===== src/rtl/abs_dif_acc.sv =====
// abs_dif_acc: windowed SAD and max accumulator behind abs_dif.
// Consumes N_SAMPLES differences over valid/ready, then pulses done.
module abs_dif_acc #(
  parameter int N_SAMPLES = 4,
  parameter int DW        = 4,
  parameter int SW        = 8
) (
  input  logic          clk,
  input  logic          rst_n,
  input  logic          start,
  input  logic [DW-1:0] difIn,
  input  logic          difValid,
  output logic          difReady,
  output logic [SW-1:0] sum,
  output logic [DW-1:0] maxDif,
  output logic          sat,
  output logic          busy,
  output logic          done
);

  localparam int CW = $clog2(N_SAMPLES) + 1;

  typedef enum logic [1:0] {
    IDLE,
    ACC,
    DONE
  } state_t;

  state_t        state;
  logic [CW-1:0] count;
  logic          xfer;
  logic          last;
  logic [SW:0]   add;

  assign difReady = (state == ACC);
  assign xfer     = difReady & difValid;
  assign last     = (count == CW'(N_SAMPLES - 1));
  // one extra bit so the carry-out drives saturation
  assign add      = {1'b0, sum} + {{(SW + 1 - DW){1'b0}}, difIn};

  always_ff @(posedge clk or negedge rst_n) begin
    if (!rst_n) begin
      state  <= IDLE;
      sum    <= '0;
      maxDif <= '0;
      sat    <= 1'b0;
      count  <= '0;
      done   <= 1'b0;
      busy   <= 1'b0;
    end else begin
      done <= 1'b0;
      unique case (state)
        IDLE: begin
          if (start) begin
            state  <= ACC;
            busy   <= 1'b1;
            sum    <= '0;
            maxDif <= '0;
            sat    <= 1'b0;
            count  <= '0;
          end
        end
        ACC: begin
          if (xfer) begin
            sum   <= add[SW] ? '1 : add[SW-1:0];
            sat   <= sat | add[SW];
            count <= count + 1'b1;
            if (difIn > maxDif)
              maxDif <= difIn;
            if (last) begin
              state <= DONE;
              done  <= 1'b1;
            end
          end
        end
        DONE: begin
          state <= IDLE;
          busy  <= 1'b0;
        end
        default: begin
          state <= IDLE;
          busy  <= 1'b0;
        end
      endcase
    end
  end

endmodule


===== config.mk =====
export PLATFORM = sky130hd
export DESIGN_NAME = abs_dif_acc
export DESIGN_NICKNAME = d
export VERILOG_FILES = /design/src/rtl/abs_dif_acc.sv
export SDC_FILE = /design/constraint.sdc
export NUM_CORES = 1
export LEC_CHECK = 0
export ABC_AREA = 1
export CORE_ASPECT_RATIO = 1.25
export CORE_MARGIN = 1.5
export CORE_UTILIZATION = 50
export CTS_CLUSTER_DIAMETER = 60
export DETAILED_ROUTE_END_ITERATION = 10
export PLACE_DENSITY = 0.8
export SYNTH_ARGS = -nofsm -noshare
export SYNTH_HDL_FRONTEND = slang
export SYNTH_SLANG_ARGS = --single-unit

===== constraint.sdc =====
create_clock -name clk -period 2 [get_ports clk]
set_input_delay 0.4 -clock clk [delete_from_list [all_inputs] [get_ports clk]]
set_output_delay 0.4 -clock clk [all_outputs]
set_load 0.01 [all_outputs]

**After elaboration in Yosys (flattened, before gate mapping)**

Index checks and enable logic that the tools add are counted.
W data, S select, Z words.

- $add $sub $neg: 2
- Magnitude comparators: 1
- Eq/ne operators: 6
- Mux-type cells: 23
- Bitwise gates (word level): 3
- Reduce and logical (&&, ||, !) cells: 6

Operators with widths:

| operator | number |
|---|---|
| $mux W8 | 3 |
| $pmux W8 S2 | 1 |
| $mux W4 | 3 |
| $add A8 B4 Y9 | 1 |
| $pmux W4 S2 | 1 |
| $mux W1 | 6 |
| $mux W2 | 3 |
| $mux W3 | 2 |
| $ne A2 B1 Y1 const B | 3 |
| $pmux W3 S2 | 1 |
| $reduce_and A3 Y1 | 2 |
| $gt A4 B4 Y1 | 1 |
| $pmux W1 S2 | 2 |
| $pmux W2 S2 | 1 |
| $reduce_and A4 Y1 | 1 |
| $add A3 B1 Y3 const B | 1 |
| $eq A3 B2 Y1 const B | 1 |
| $eq A2 B1 Y1 const B | 1 |
| $logic_not A2 Y1 | 1 |
| $ne A2 B2 Y1 const B | 1 |
| $reduce_and A2 Y1 | 1 |
| $reduce_bool A2 Y1 | 1 |
| $and A1 B1 Y1 | 1 |
| $not A1 Y1 | 1 |
| $or A1 B1 Y1 | 1 |

- Register bits: 20
- Input port bits: 8
- Output and inout port bits: 16
- Word-level logic and storage cells: 48

**Depth between registers and ports, before layout**

- Depth in word-level cells: 4
- Gate-level depth with buffers: 8
- Gate-level depth less buffers: 8

**Least setup slack after synthesis**

No wires, ideal clock.

- Path kind: reg-to-reg
- Start: register sum[0]
- End: register sum[6]
- Setup time: 0.121 ns
- Data arrival time: 1.517 ns
- Data required time: 1.879 ns
- Path slack: 0.362 ns
- Stages on the path, launching flop included: 9
- Buffers on the path: 0
- Clock period less this slack: 1.638 ns
- Cell sequence: dfrtp_1 ha_1 fa_1 nand3_1 nand2_1 nand4_2 nand2_1 inv_1 o21ai_2

- Cells in the longest elaborated chain, start to end: 4

RTL lines:

| item | line | source |
|---|---|---|
| from (decl) | 14 | `output logic [SW-1:0] sum,` |
| from (signal assigned) | 65 | `sum <= add[SW] ? '1 : add[SW-1:0];` |
| $add A8 B4 Y9 | 39 | `assign add = {1'b0, sum} + {{(SW + 1 - DW){1'b0}}, difIn};` |
| $mux W8 | 65 |  |
| $mux W8 | 64 | `if (xfer) begin` |
| $pmux W8 S2 | 52 | `unique case (state)` |

No other way between the ends. The select of a mux whose other input is x is not followed.
A chain may end at the register's enable or synchronous reset.

**Worst setup path in the final report**

- Start: register state[1]
- End: output difReady

- Cells in the longest elaborated chain, start to end: 1

RTL lines:

| item | line | source |
|---|---|---|
| from (decl) | 29 | `state_t state;` |
| from (signal assigned) | 43 | `state <= IDLE;` |
| from (signal assigned) | 55 | `state <= ACC;` |
| from (signal assigned) | 71 | `state <= DONE;` |
| $eq A2 B1 Y1 | 35 | `assign difReady = (state == ACC);` |
| to (decl) | 13 | `output logic difReady,` |

No other way between the ends.

==> results.yml <==
drt:
  dr.pass1.iters: 4
  dr.first_iter.drc_count: 16
  vias: 1082
  wl_per_cell_um: 12.37
  wl_mm: 2.598
  drcViolationCount: 0
  ant_nets: 0
  via_per_inst: 5.152
synthesis:
  ys_seq_area_frac: 0.4128
  synth.distinct_cells: 23
  synth_top_area_cell: "dfrtp_1"
  syn_nets: 166
  yosys_warnings: 0
  synth_top_area_frac: 0.4128
  synth_area_leaders: "dfrtp_1, nand2_1, ha_1, nand3_1, inv_1"
  synth.avg_cell_area_um2: 8.248
  syn_inst: 147
  ys_seq_elements: 20
  synth_area_um2: 1212
cells_and_area:
  num-nets-final: 199
  final_cell_area_um2: 1579
  regArea_um2: 500.5
  area_growth_pct: 30.24
  multiInputGateArea_um2: 629.4
  layout.cells.non_filler: 210
  drive_gt1_frac: 0.1229
  n_antenna_cell: 0
  fillers: 185
global_routing:
  antenna_found_initial: 0
  grt_pass1_wl_mm: 4.284
  grt_max_degree: 21
  grt_overflow: 0
  grt_usage: 0.2198
  first_global_vias: 1008
sta:
  tightest_slew_ns: 0.3634
  max_slew_margin: 0.7577
  max_freq_mhz: 520.9
  clock_skew_ns: 0.007581
  finalHoldViolCount: 0
  tns_ns: 0
  hold_ws_ns: 0.3994
  period_share: 0.9599
  rsz0062_at_grt: "false"
  maxSlewViolCount: 0
  period_minus_slack_ns: 1.920
  setup_viol: 0
power_and_ir_drop:
  vdd_drop_max_uv: 1069
  power_frac_clock: 0.159
  combPwrFrac: 0.520
  p_sw_frac: 0.4056
  power.internal_mw: 1.262
  p_leak_nw: 0.7904
  p_per_area_nw_per_um2: 1345
  p_seq_frac: 0.321
  finalPower_mw: 2.124
  p_sw_mw: 0.8614
clocking:
  post_cts_buffers: 0
  cts.sinks: 20
  hold_buffers: 0
  path_clk_slew_ns: 0.12
  cts-root-buf: "clkbuf_4"
  cts_buffers: 3
  h-tree-depth: 1
  post_cts_resized: 0
  cts_tree: "yes"
  clock_path_buffers: 2
  clk_latency_ns: 0.32
floorplan:
  die_y_um: 58.06
  start_util: 0.5368
  ios: 24
  rows: 19
  die_w_um: 47.05
  core_area_um2: 2258
  dieArea_um2: 2731
run_status:
  run_status: "complete, no violations"
placed_design:
  dp.cells: 206
  gp_congestion: 0.8454
  placed_cell_area_um2: 1518
  dp_hpwl_mm: 2.016
  io_buffers: 23
worst_setup_path:
  timing.rr.start: "sum[0]"
  r2r-end: "sum[6]"
  rrSetupSlack_ns: 0.27
  arrival_ns: 1.52
  worstSetupPathType: "flip-flop to output port"
  critPathMaxFanout: 3
  reg2reg_depth: 8
  start_kind: "flip-flop"
  cp.required_ns: 1.60
  cp-end-kind: "output port"
min_path:
  min_path_type: "input pin to async pin"
job:
  maxCapViolations: 0
[state kept, by name (all words and copies together), names as in the netlist]
name    count
done        1
sum         8
sat         1
count       3
state       2
busy        1
maxDif      4
[power groups by stage]
stage / combinational (mW) / sequential (mW) / clock [mW]
2_1_floorplan: 0.656 / 0.700 / 0
3_3_place_gp: 1.07 / 0.685 / 0
3_5_place_dp: 1.10 / 0.689 / 0
4_1_cts: 1.11 / 0.680 / 0.344
5_1_grt: 1.24 / 0.705 / 0.353
6_report: 1.10 / 0.682 / 0.337
[through the flow]
step,utilization,setup WS (ns)
floorplan,-,0.3621
global placement,0.6720,-0.1673
detailed placement,0.6720,-0.2288
CTS,0.6953,0.06421
global route,0.6992,0.01057
finish,0.6992,0.08028
[routing by layer]
layer	GRT usage	wire length (um)	vias to the layer above
li1	-	-	547
met1	0.2740	1130	496
met2	0.3640	1273	34
met3	0.03115	135	5
met4	0.09921	58	0
met5	0	0	-
[logic make-up after synthesis]
| family | Yosys count | synth area share |
|---|---|---|
| AND/OR/NAND/NOR | 77 | 0.2982 |
| buffers and inverters | 22 | 0.07533 |
| flip-flops | 20 | 0.4128 |
| AO/OA/AOI/OAI | 15 | 0.07946 |
| adder cells (fa/ha/maj) | 11 | 0.1197 |
| XOR/XNOR | 2 | 0.01445 |
[worst max-delay path by stage]
stage,startpoint,to,slack [ns],cells after the start
final,state[1],difReady,0.08,4
after global routing,state[1],difReady,0.01,4
after CTS,state[1],difReady,0.06,4
after detailed placement,difIn[0],sum[6],-0.23,9
after global placement,difIn[0],sum[6],-0.17,9
after floorplan,sum[0],sum[6],0.36,8
[final cells by class]
cell class / instances / share of cell area
clock inverters: 1 / 0.01902
inverters: 20 / 0.04754
clock buffers: 3 / 0.01426
well taps: 31 / 0.02456
flip-flops and latches: 20 / 0.3170
multi-input cells: 105 / 0.3986
repair buffers: 30 / 0.1791
[cell usage after synthesis, drive strengths merged]
cell type / instances
nand4: 5
a21oi: 7
o21ai: 5
inv: 20
nor2: 9
o211ai: 2
xnor2: 2
nand3: 19
dfrtp: 20
fa: 1
buf: 2
o22ai: 1
nand2: 44
ha: 10
[cell usage in the layout (no fill, tap or decap), types with 2 or more instances in the layout]
cell / count
a21oi_1: 7
buf_4: 7
clkbuf_4: 3
clkdlybuf4s50_1: 23
dfrtp_1: 20
ha_1: 10
inv_1: 17
inv_2: 3
nand2_1: 42
nand3_1: 18
nand4_1: 4
nor2_1: 7
nor2_4: 2
o211ai_1: 2
o21ai_0: 3
xnor2_1: 2
[critical path: stages (launching register included)]
cell and delay [ns]:
dfrtp_1 0.40, inv_1 0.09, nand2_1 0.09, inv_1 0.09, clkdlybuf4s50_1 0.54
No activity file was read; power rests on OpenSTA's default activity.
